File: config.mk
export PLATFORM = sky130hd
export DESIGN_NAME = spiking_array_controller
export DESIGN_NICKNAME = d
export VERILOG_FILES = /design/src/rtl/spiking_array_controller.sv
export SDC_FILE = /design/constraint.sdc
export NUM_CORES = 1
export LEC_CHECK = 0
export ABC_CLOCK_PERIOD_IN_PS = 2100
export CORE_UTILIZATION = 34
export DETAILED_ROUTE_END_ITERATION = 8
export GPL_TIMING_DRIVEN = 0
export PLACE_DENSITY = 0.87
export SLEW_MARGIN = 20
export SYNTH_ARGS = -nofsm -noshare
export SYNTH_HDL_FRONTEND = slang
export SYNTH_SLANG_ARGS = --single-unit
File: constraint.sdc
create_clock -name clk -period 2.1 [get_ports clk]
set_input_delay 0.42 -clock clk [delete_from_list [all_inputs] [get_ports clk]]
set_output_delay 0.42 -clock clk [all_outputs]
set_load 0.01 [all_outputs]
File: src/rtl/spiking_array_controller.sv
// rtl/spiking_array_controller.sv - load/compute/drain sequencer for the spiking systolic array
module spiking_array_controller #(
  parameter int ROWS   = 2,
  parameter int COLS   = 2,
  parameter int DATA_W = 16,
  parameter int DEPTH  = 4,
  parameter int LEN_W  = $clog2(DEPTH + 1)
) (
  input  logic                     clk,
  input  logic                     rstn,
  input  logic                     start,
  input  logic [LEN_W-1:0]         len,
  input  logic                     abort,
  input  logic                     in_valid,
  output logic                     in_ready,
  input  logic [ROWS-1:0]          in_spikes,
  input  logic [COLS*DATA_W-1:0]   in_weights,
  output logic [ROWS-1:0]          row_w_en,
  output logic [COLS-1:0]          col_w_en,
  output logic [ROWS-1:0]          row_r_en,
  output logic [COLS-1:0]          col_r_en,
  output logic [ROWS-1:0]          row_data,
  output logic [COLS*DATA_W-1:0]   col_data,
  output logic                     arr_rstn,
  output logic                     busy,
  output logic                     done,
  output logic                     err
);

  localparam int CNT_W = LEN_W + 2;

  typedef enum logic [2:0] {
    S_IDLE    = 3'd0,
    S_LOAD    = 3'd1,
    S_COMPUTE = 3'd2,
    S_DRAIN   = 3'd3,
    S_DONE    = 3'd4
  } state_t;

  state_t            state;
  state_t            state_n;
  logic [CNT_W-1:0]  cnt;
  logic [LEN_W-1:0]  len_q;
  logic              arr_rstn_q;
  logic              busy_q;
  logic              err_q;

  logic              len_ok;
  logic              start_ok;
  logic              abort_hit;
  logic              beat;
  logic              reading;
  logic              cnt_adv;
  logic              last_len;
  logic              last_drain;

  assign len_ok     = (len != '0) && (len <= LEN_W'(DEPTH));
  assign start_ok   = (state == S_IDLE) && start && len_ok;
  assign abort_hit  = abort && (state != S_IDLE);
  assign last_len   = (cnt == CNT_W'(len_q) - CNT_W'(1));
  assign last_drain = (cnt == CNT_W'(ROWS + COLS - 1));

  // State register
  always_ff @(posedge clk) begin
    if (!rstn) begin
      state <= S_IDLE;
    end else begin
      state <= state_n;
    end
  end

  // Next-state logic; abort overrides every non-idle transition
  always_comb begin
    state_n = state;
    case (state)
      S_IDLE:    if (start_ok) state_n = S_LOAD;
      S_LOAD:    if (beat && last_len) state_n = S_COMPUTE;
      S_COMPUTE: if (last_len) state_n = S_DRAIN;
      S_DRAIN:   if (last_drain) state_n = S_DONE;
      S_DONE:    state_n = S_IDLE;
      default:   state_n = S_IDLE;
    endcase
    if (abort_hit) state_n = S_IDLE;
  end

  // Output logic; the first LOAD cycle is recognised by the clear still being applied
  always_comb begin
    in_ready = (state == S_LOAD) && arr_rstn_q && !abort;
    beat     = in_valid && in_ready;
    reading  = (state == S_COMPUTE) && !abort;
    row_w_en = {ROWS{beat}};
    col_w_en = {COLS{beat}};
    row_r_en = {ROWS{reading}};
    col_r_en = {COLS{reading}};
    row_data = in_spikes;
    col_data = in_weights;
    done     = (state == S_DONE) && !abort;
  end

  always_comb begin
    cnt_adv = 1'b0;
    case (state)
      S_LOAD:             cnt_adv = beat;
      S_COMPUTE, S_DRAIN: cnt_adv = 1'b1;
      default:            cnt_adv = 1'b0;
    endcase
  end

  // Shared counter restarts from zero on every state change
  always_ff @(posedge clk) begin
    if (!rstn) begin
      cnt <= '0;
    end else if (state_n != state) begin
      cnt <= '0;
    end else if (cnt_adv) begin
      cnt <= cnt + CNT_W'(1);
    end
  end

  always_ff @(posedge clk) begin
    if (!rstn) begin
      len_q      <= '0;
      arr_rstn_q <= 1'b0;
      busy_q     <= 1'b0;
      err_q      <= 1'b0;
    end else begin
      if (start_ok) len_q <= len;
      arr_rstn_q <= !(start_ok || abort_hit);
      busy_q     <= (state_n == S_LOAD) || (state_n == S_COMPUTE) || (state_n == S_DRAIN);
      err_q      <= (state == S_IDLE) && start && !len_ok;
    end
  end

  assign arr_rstn = arr_rstn_q;
  assign busy     = busy_q;
  assign err      = err_q;

endmodule

Word-level counts from Yosys, hierarchy flattened
Cells that the tools add are included.
{ "op_classes": {"eq_ne": 10, "reduce_logical": 22, "n_mux": 7, "magnitude_cmp": 1, "n_bitwise": 1, "addsub": 2} }
{ "ops": {"columns": ["operator", "n"], "rows": [
  ["3-bit 2-to-1 mux", 5],
  ["3-bit by 2-bit equality test with 1-bit output (second input constant)", 4],
  ["3-bit one-hot mux with 4 select lines", 1],
  ["1-bit logical AND", 11],
  ["3-bit by 1-bit equality test with 1-bit output (second input constant)", 2],
  ["3-bit nonzero test", 2],
  ["5-bit by 1-bit adder with 5-bit output (second input constant)", 1],
  ["5-bit by 2-bit equality test with 1-bit output (second input constant)", 1],
  ["5-bit equality test", 1],
  ["2-bit OR reduction", 2],
  ["3-bit by 1-bit subtractor with 4-bit output (second input constant)", 1],
  ["3-bit equality test (second input constant)", 1],
  ["3-bit less-or-equal comparator (second input constant)", 1],
  ["1-bit zero test", 3],
  ["3-bit zero test", 1],
  ["1-bit logical OR", 3],
  ["3-bit != test", 1],
  ["1-bit one-hot mux with 2 select lines", 1],
  ["1-bit inverter", 1]
]} }
{ "word_totals": {"out_inout_bits": 47, "elab_cells": 49, "in_bits": 42, "register_bits": 14} }

Longest topological paths before layout
{ "logic_depth": {"ltp_word": 11, "depth_mapped": 7, "mapped_depth_nobuf": 7} }

Least setup slack after synthesis
OpenSTA, ideal clock, no wires.
{ "synth_timing": {"path_kind": "input -> output", "from": "in abort", "to": "out col_w_en[0]", "stages": 3, "required_time_ps": 1680, "t_arrival_ps": 1295, "path_buffers": 2, "slack_ps": 385, "cell_sequence": "buf_2 -> nor4_1 -> buf_4"} }
{ "synth_between": {"elab_chain_len": 3} }
{ "synth_rtl": {"columns": ["item", "line_no", "source"], "rows": [
  ["from (decl)", "13", "input logic abort,"],
  ["1-bit zero test", "88", "in_ready = (state == S_LOAD) && arr_rstn_q && !abort;"],
  ["1-bit logical AND", "88", null],
  ["1-bit logical AND", "89", "beat = in_valid && in_ready;"],
  ["to (decl)", "19", "output logic [COLS-1:0] col_w_en,"]
]} }
Every way passes these cells.

Final worst setup path
{ "layout_timing": {"from": "reg state[2]", "to": "out col_w_en[0]"} }
{ "layout_between": {"elab_chain_len": 4} }
{ "layout_rtl": {"columns": ["item", "line_no", "source"], "rows": [
  ["from (decl)", "40", "state_t state;"],
  ["from (signal assigned)", "68", "state <= state_n;"],
  ["3-bit by 1-bit equality test with 1-bit output", "88", null],
  ["1-bit logical AND (2 in series)", "88", null],
  ["1-bit logical AND", "89", null]
]} }
Every way passes these cells.

==> run_summary.xml <==
<?xml version="1.0" encoding="UTF-8"?>
<metrics>
  <group name="run_status">
    <metric name="status" unit="">complete, no violations</metric>
  </group>
  <group name="setup_path">
    <metric name="cpMaxStageDelayCell" unit="">sky130_fd_sc_hd__dfxtp_2</metric>
    <metric name="worst_path_most_repeated_cell" unit="">sky130_fd_sc_hd__buf_4</metric>
    <metric name="worst_r2r_path_depth" unit="">6</metric>
    <metric name="cp_cell_sequence" unit="">buf_6, nor4_4, buf_4, buf_4, buf_4, clkdlybuf4s15_2</metric>
    <metric name="worst_ep_arrival_time" unit="ns">1.63</metric>
    <metric name="worstPathRequired" unit="ns">1.68</metric>
    <metric name="critical-path-max-stage-delay" unit="ns">0.35</metric>
    <metric name="critPathMaxFanout" unit="">10</metric>
    <metric name="setup.worst_path.end_class" unit="">primary output</metric>
    <metric name="worstSetupStartpointType" unit="">flip-flop</metric>
    <metric name="crit_type" unit="">flip-flop to primary output</metric>
  </group>
  <group name="clocking">
    <metric name="clk_root_buffer_cell" unit="">sky130_fd_sc_hd__clkbuf_4</metric>
    <metric name="path_clk_slew" unit="ns">0.09</metric>
    <metric name="clk_latency" unit="ns">0.29</metric>
    <metric name="tritoncts" unit="">yes</metric>
    <metric name="cts_inserted_buffers" unit="">3</metric>
    <metric name="clock_path_buffers" unit="">2</metric>
    <metric name="cts.sinks" unit="">14</metric>
    <metric name="ctsHtreeMaxLevel" unit="">1</metric>
  </group>
  <group name="final_layout">
    <metric name="finish.instance_area" unit="mm²">0.001878</metric>
    <metric name="filler_cell_count" unit="">287</metric>
    <metric name="finalCoreUtilization" unit="">0.5956</metric>
    <metric name="layoutNonFillerInstCount" unit="">244</metric>
    <metric name="most-common-layout-cells" unit="">50 x sky130_fd_sc_hd__buf_4, 42 x sky130_fd_sc_hd__clkdlybuf4s50_1, 12 x sky130_fd_sc_hd__dfxtp_1</metric>
    <metric name="final_common_cell" unit="">sky130_fd_sc_hd__buf_4</metric>
    <metric name="area_delta_synth_final" unit="%">60.02</metric>
    <metric name="multi_input_area" unit="µm²">570.5</metric>
    <metric name="drive_above_1_share" unit="">0.3600</metric>
    <metric name="antenna-diode-count" unit="">0</metric>
    <metric name="finish.net_count" unit="">245</metric>
    <metric name="layout.area.seq" unit="µm²">282.8</metric>
  </group>
  <group name="synthesis">
    <metric name="synth_simple_gate_area_frac" unit="">0.2239</metric>
    <metric name="post_synth_xor_area_fraction" unit="">0.06503</metric>
    <metric name="synth_top_family_by_area" unit="">buffers and inverters</metric>
    <metric name="synth-adder-area-share" unit="">0.02132</metric>
    <metric name="synthTopCellsByArea" unit="">sky130_fd_sc_hd__buf_4 28%, sky130_fd_sc_hd__dfxtp_1 24%, sky130_fd_sc_hd__mux2i_1 4.3%</metric>
    <metric name="muxShareOfSynthArea" unit="">0.04264</metric>
    <metric name="syn-num-nets" unit="">180</metric>
    <metric name="avgSynthCellArea" unit="µm²">8.630</metric>
    <metric name="synth_unique_cells" unit="">40</metric>
    <metric name="synth_top_flop_cell" unit="">sky130_fd_sc_hd__dfxtp_1</metric>
    <metric name="yosysWarningCount" unit="">0</metric>
    <metric name="postSynth.asyncResetShare" unit="">0</metric>
    <metric name="synth.ff_latch_count" unit="">14</metric>
    <metric name="synth_compound_area_frac" unit="">0.1002</metric>
    <metric name="synthDominantCellAreaShare" unit="">0.2751</metric>
    <metric name="sequential_element_share_of_the_synthesized_area" unit="">0.2388</metric>
    <metric name="post_synth_inst_count" unit="">136</metric>
    <metric name="netlist.top_cell.by_area" unit="">sky130_fd_sc_hd__buf_4</metric>
    <metric name="netlist_area" unit="mm²">0.001174</metric>
    <metric name="synth_enable_flop_cells" unit="">0</metric>
  </group>
  <group name="power">
    <metric name="p_switching" unit="mW">0.1932</metric>
    <metric name="p_leak" unit="nW">0.8435</metric>
    <metric name="vdd_drop_max" unit="V">0.0003206</metric>
    <metric name="power" unit="mW">0.7339</metric>
    <metric name="power_frac_comb" unit="">0.343</metric>
    <metric name="clockPowerShare" unit="">0.267</metric>
    <metric name="p_int" unit="mW">0.5407</metric>
    <metric name="power.density_cell_area" unit="mW/mm²">390.8</metric>
    <metric name="switching_share" unit="">0.2632</metric>
    <metric name="power.share.sequential" unit="">0.390</metric>
  </group>
  <group name="global_routing">
    <metric name="antenna_found_initial" unit="">0</metric>
    <metric name="grt-ovfl-total" unit="">0</metric>
    <metric name="first_global_vias" unit="">973</metric>
    <metric name="grt_use_total" unit="">0.1467</metric>
    <metric name="grt_pass1_wl" unit="µm">4071</metric>
    <metric name="grt_max_degree" unit="">11</metric>
  </group>
  <group name="sta">
    <metric name="setup_slack" unit="ns">0.04948</metric>
    <metric name="finalSetupTns" unit="ns">0</metric>
    <metric name="final.period_utilization" unit="">0.9764</metric>
    <metric name="final_period_minus_worst_setup_slack" unit="ns">2.051</metric>
    <metric name="worst_slew_margin_rel" unit="">0.7325</metric>
    <metric name="setup_viol" unit="">0</metric>
    <metric name="max_clock_freq" unit="MHz">487.7</metric>
    <metric name="grt_setup_unrepaired" unit="">yes</metric>
    <metric name="worst_hold_slack" unit="ns">0.5628</metric>
    <metric name="finClkSkew" unit="ns">0.01098</metric>
    <metric name="finalMaxSlewViolations" unit="">0</metric>
    <metric name="hold_viol" unit="">0</metric>
    <metric name="max_slew.worst_pin.slew" unit="ns">0.3998</metric>
  </group>
  <group name="floorplan">
    <metric name="die_width" unit="µm">60.75</metric>
    <metric name="floorplan.core_area" unit="mm²">0.003153</metric>
    <metric name="die_h" unit="µm">60.75</metric>
    <metric name="ioPinCount" unit="">89</metric>
    <metric name="floorplan.die_area" unit="mm²">0.003691</metric>
    <metric name="core.rowCount" unit="">20</metric>
    <metric name="starting_density_of_the_core" unit="">0.3722</metric>
  </group>
  <group name="worst_hold_path">
    <metric name="hp_class" unit="">flip-flop to flip-flop</metric>
    <metric name="hold_path_depth" unit="">2</metric>
  </group>
  <group name="flow_run">
    <metric name="max_cap_viol_count" unit="">0</metric>
  </group>
  <group name="placement">
    <metric name="dpl-instance-area" unit="mm²">0.001769</metric>
    <metric name="placer_congestion" unit="">0.7881</metric>
    <metric name="port_buffers" unit="">54</metric>
    <metric name="detailed_place_hpwl" unit="µm">2172</metric>
    <metric name="dp.cells" unit="">234</metric>
    <metric name="pre_cts_setup_slack" unit="ns">-0.7815</metric>
  </group>
  <group name="route">
    <metric name="via_count" unit="">1105</metric>
    <metric name="drt_iter0_drc" unit="">36</metric>
    <metric name="final_antenna_net_count" unit="">0</metric>
    <metric name="post-route-drc-count" unit="">0</metric>
    <metric name="route.final.wire_length" unit="µm">2765</metric>
    <metric name="route.detailed.vias_per_inst" unit="">4.529</metric>
    <metric name="dr.pass1.iters" unit="">4</metric>
    <metric name="average_wire_length_per_cell_after_detail_routing" unit="µm">11.33</metric>
  </group>
</metrics>
[critical path, delay by kind of cell (launching register included)]
family                 cells  cell delay (ns)
buffers and inverters      5             0.70
flip-flops                 1             0.35
AND/OR/NAND/NOR            1             0.29
[cells by family (layout without fill, tap and decap cells)]
group	count (synthesis)	after routing
AOI/OAI and AO/OA	17	17
xor gates and xnor gates	7	7
adders and majority gates	2	2
buffers and inverters	49	113
DFF	14	14
muxes	5	5
and+or+nand+nor	42	42
[layer usage]
layer	part of all wire	vias up	GRT usage
met4	0.0047	0	0.02922
li1	-	555	-
met1	0.38	498	0.1578
met5	0	-	0
met3	0.067	2	0.04051
met2	0.55	50	0.2841
[synthesized netlist by cell type (2+ instances only)]
| library cell | instances |
|---|---|
| sky130_fd_sc_hd__a211o_1 | 2 |
| sky130_fd_sc_hd__a21oi_1 | 5 |
| sky130_fd_sc_hd__and2_1 | 2 |
| sky130_fd_sc_hd__buf_4 | 43 |
| sky130_fd_sc_hd__buf_6 | 2 |
| sky130_fd_sc_hd__dfxtp_1 | 14 |
| sky130_fd_sc_hd__ha_1 | 2 |
| sky130_fd_sc_hd__inv_1 | 3 |
| sky130_fd_sc_hd__mux2i_1 | 5 |
| sky130_fd_sc_hd__nand2_1 | 5 |
| sky130_fd_sc_hd__nand2b_1 | 3 |
| sky130_fd_sc_hd__nand3_1 | 2 |
| sky130_fd_sc_hd__nand4_1 | 2 |
| sky130_fd_sc_hd__nor2_1 | 4 |
| sky130_fd_sc_hd__nor2b_1 | 3 |
| sky130_fd_sc_hd__nor3_1 | 6 |
| sky130_fd_sc_hd__nor4_1 | 2 |
| sky130_fd_sc_hd__nor4b_1 | 3 |
| sky130_fd_sc_hd__o21ai_0 | 3 |
| sky130_fd_sc_hd__xnor2_1 | 3 |
| sky130_fd_sc_hd__xor2_1 | 3 |
[worst paths after layout]
check	startpoint	to	slack, ns
setup / recovery	state[2]$_SDFF_PN0_	col_w_en[0]	0.05
setup reg to reg	cnt[0]$_SDFFE_PP0P_	cnt[1]$_SDFFE_PP0P_	0.24
hold reg to reg	len_q[1]$_SDFFE_PN0P_	len_q[1]$_SDFFE_PN0P_	0.56
hold / removal	len_q[1]$_SDFFE_PN0P_	len_q[1]$_SDFFE_PN0P_	0.56
[repair_timing]
item                       in CTS  in global routing
hold buffers                    0                  0
buffers inserted                6                  0
setup endpoints to repair      15                 10
pin swaps                       2                  0
gates resized for setup        23                  7
[power by group through the flow]
stage	Sequential [mW]	Clock [mW]	Combinational, mW
after floorplan	0.292	0	0.139
after global placement	0.291	0	0.241
after detailed placement	0.292	0	0.246
after CTS	0.286	0.202	0.254
after global routing	0.288	0.211	0.269
final	0.286	0.196	0.252
[sequential cells by signal, indices dropped and copies added, names as in the netlist]
signal / cells
len_q: 3
busy: 1
arr_rstn: 1
err: 1
cnt: 5
state: 3
[layout make-up]
class | instances | area share
buffer | 46 | 0.1899
inverter | 3 | 0.005996
sequential | 14 | 0.1506
timing repair buffer | 60 | 0.3011
clock buffer | 4 | 0.01932
multi-input combinational | 73 | 0.3038
tap | 44 | 0.02931
Note: power is estimated with default switching activity, not from simulation.
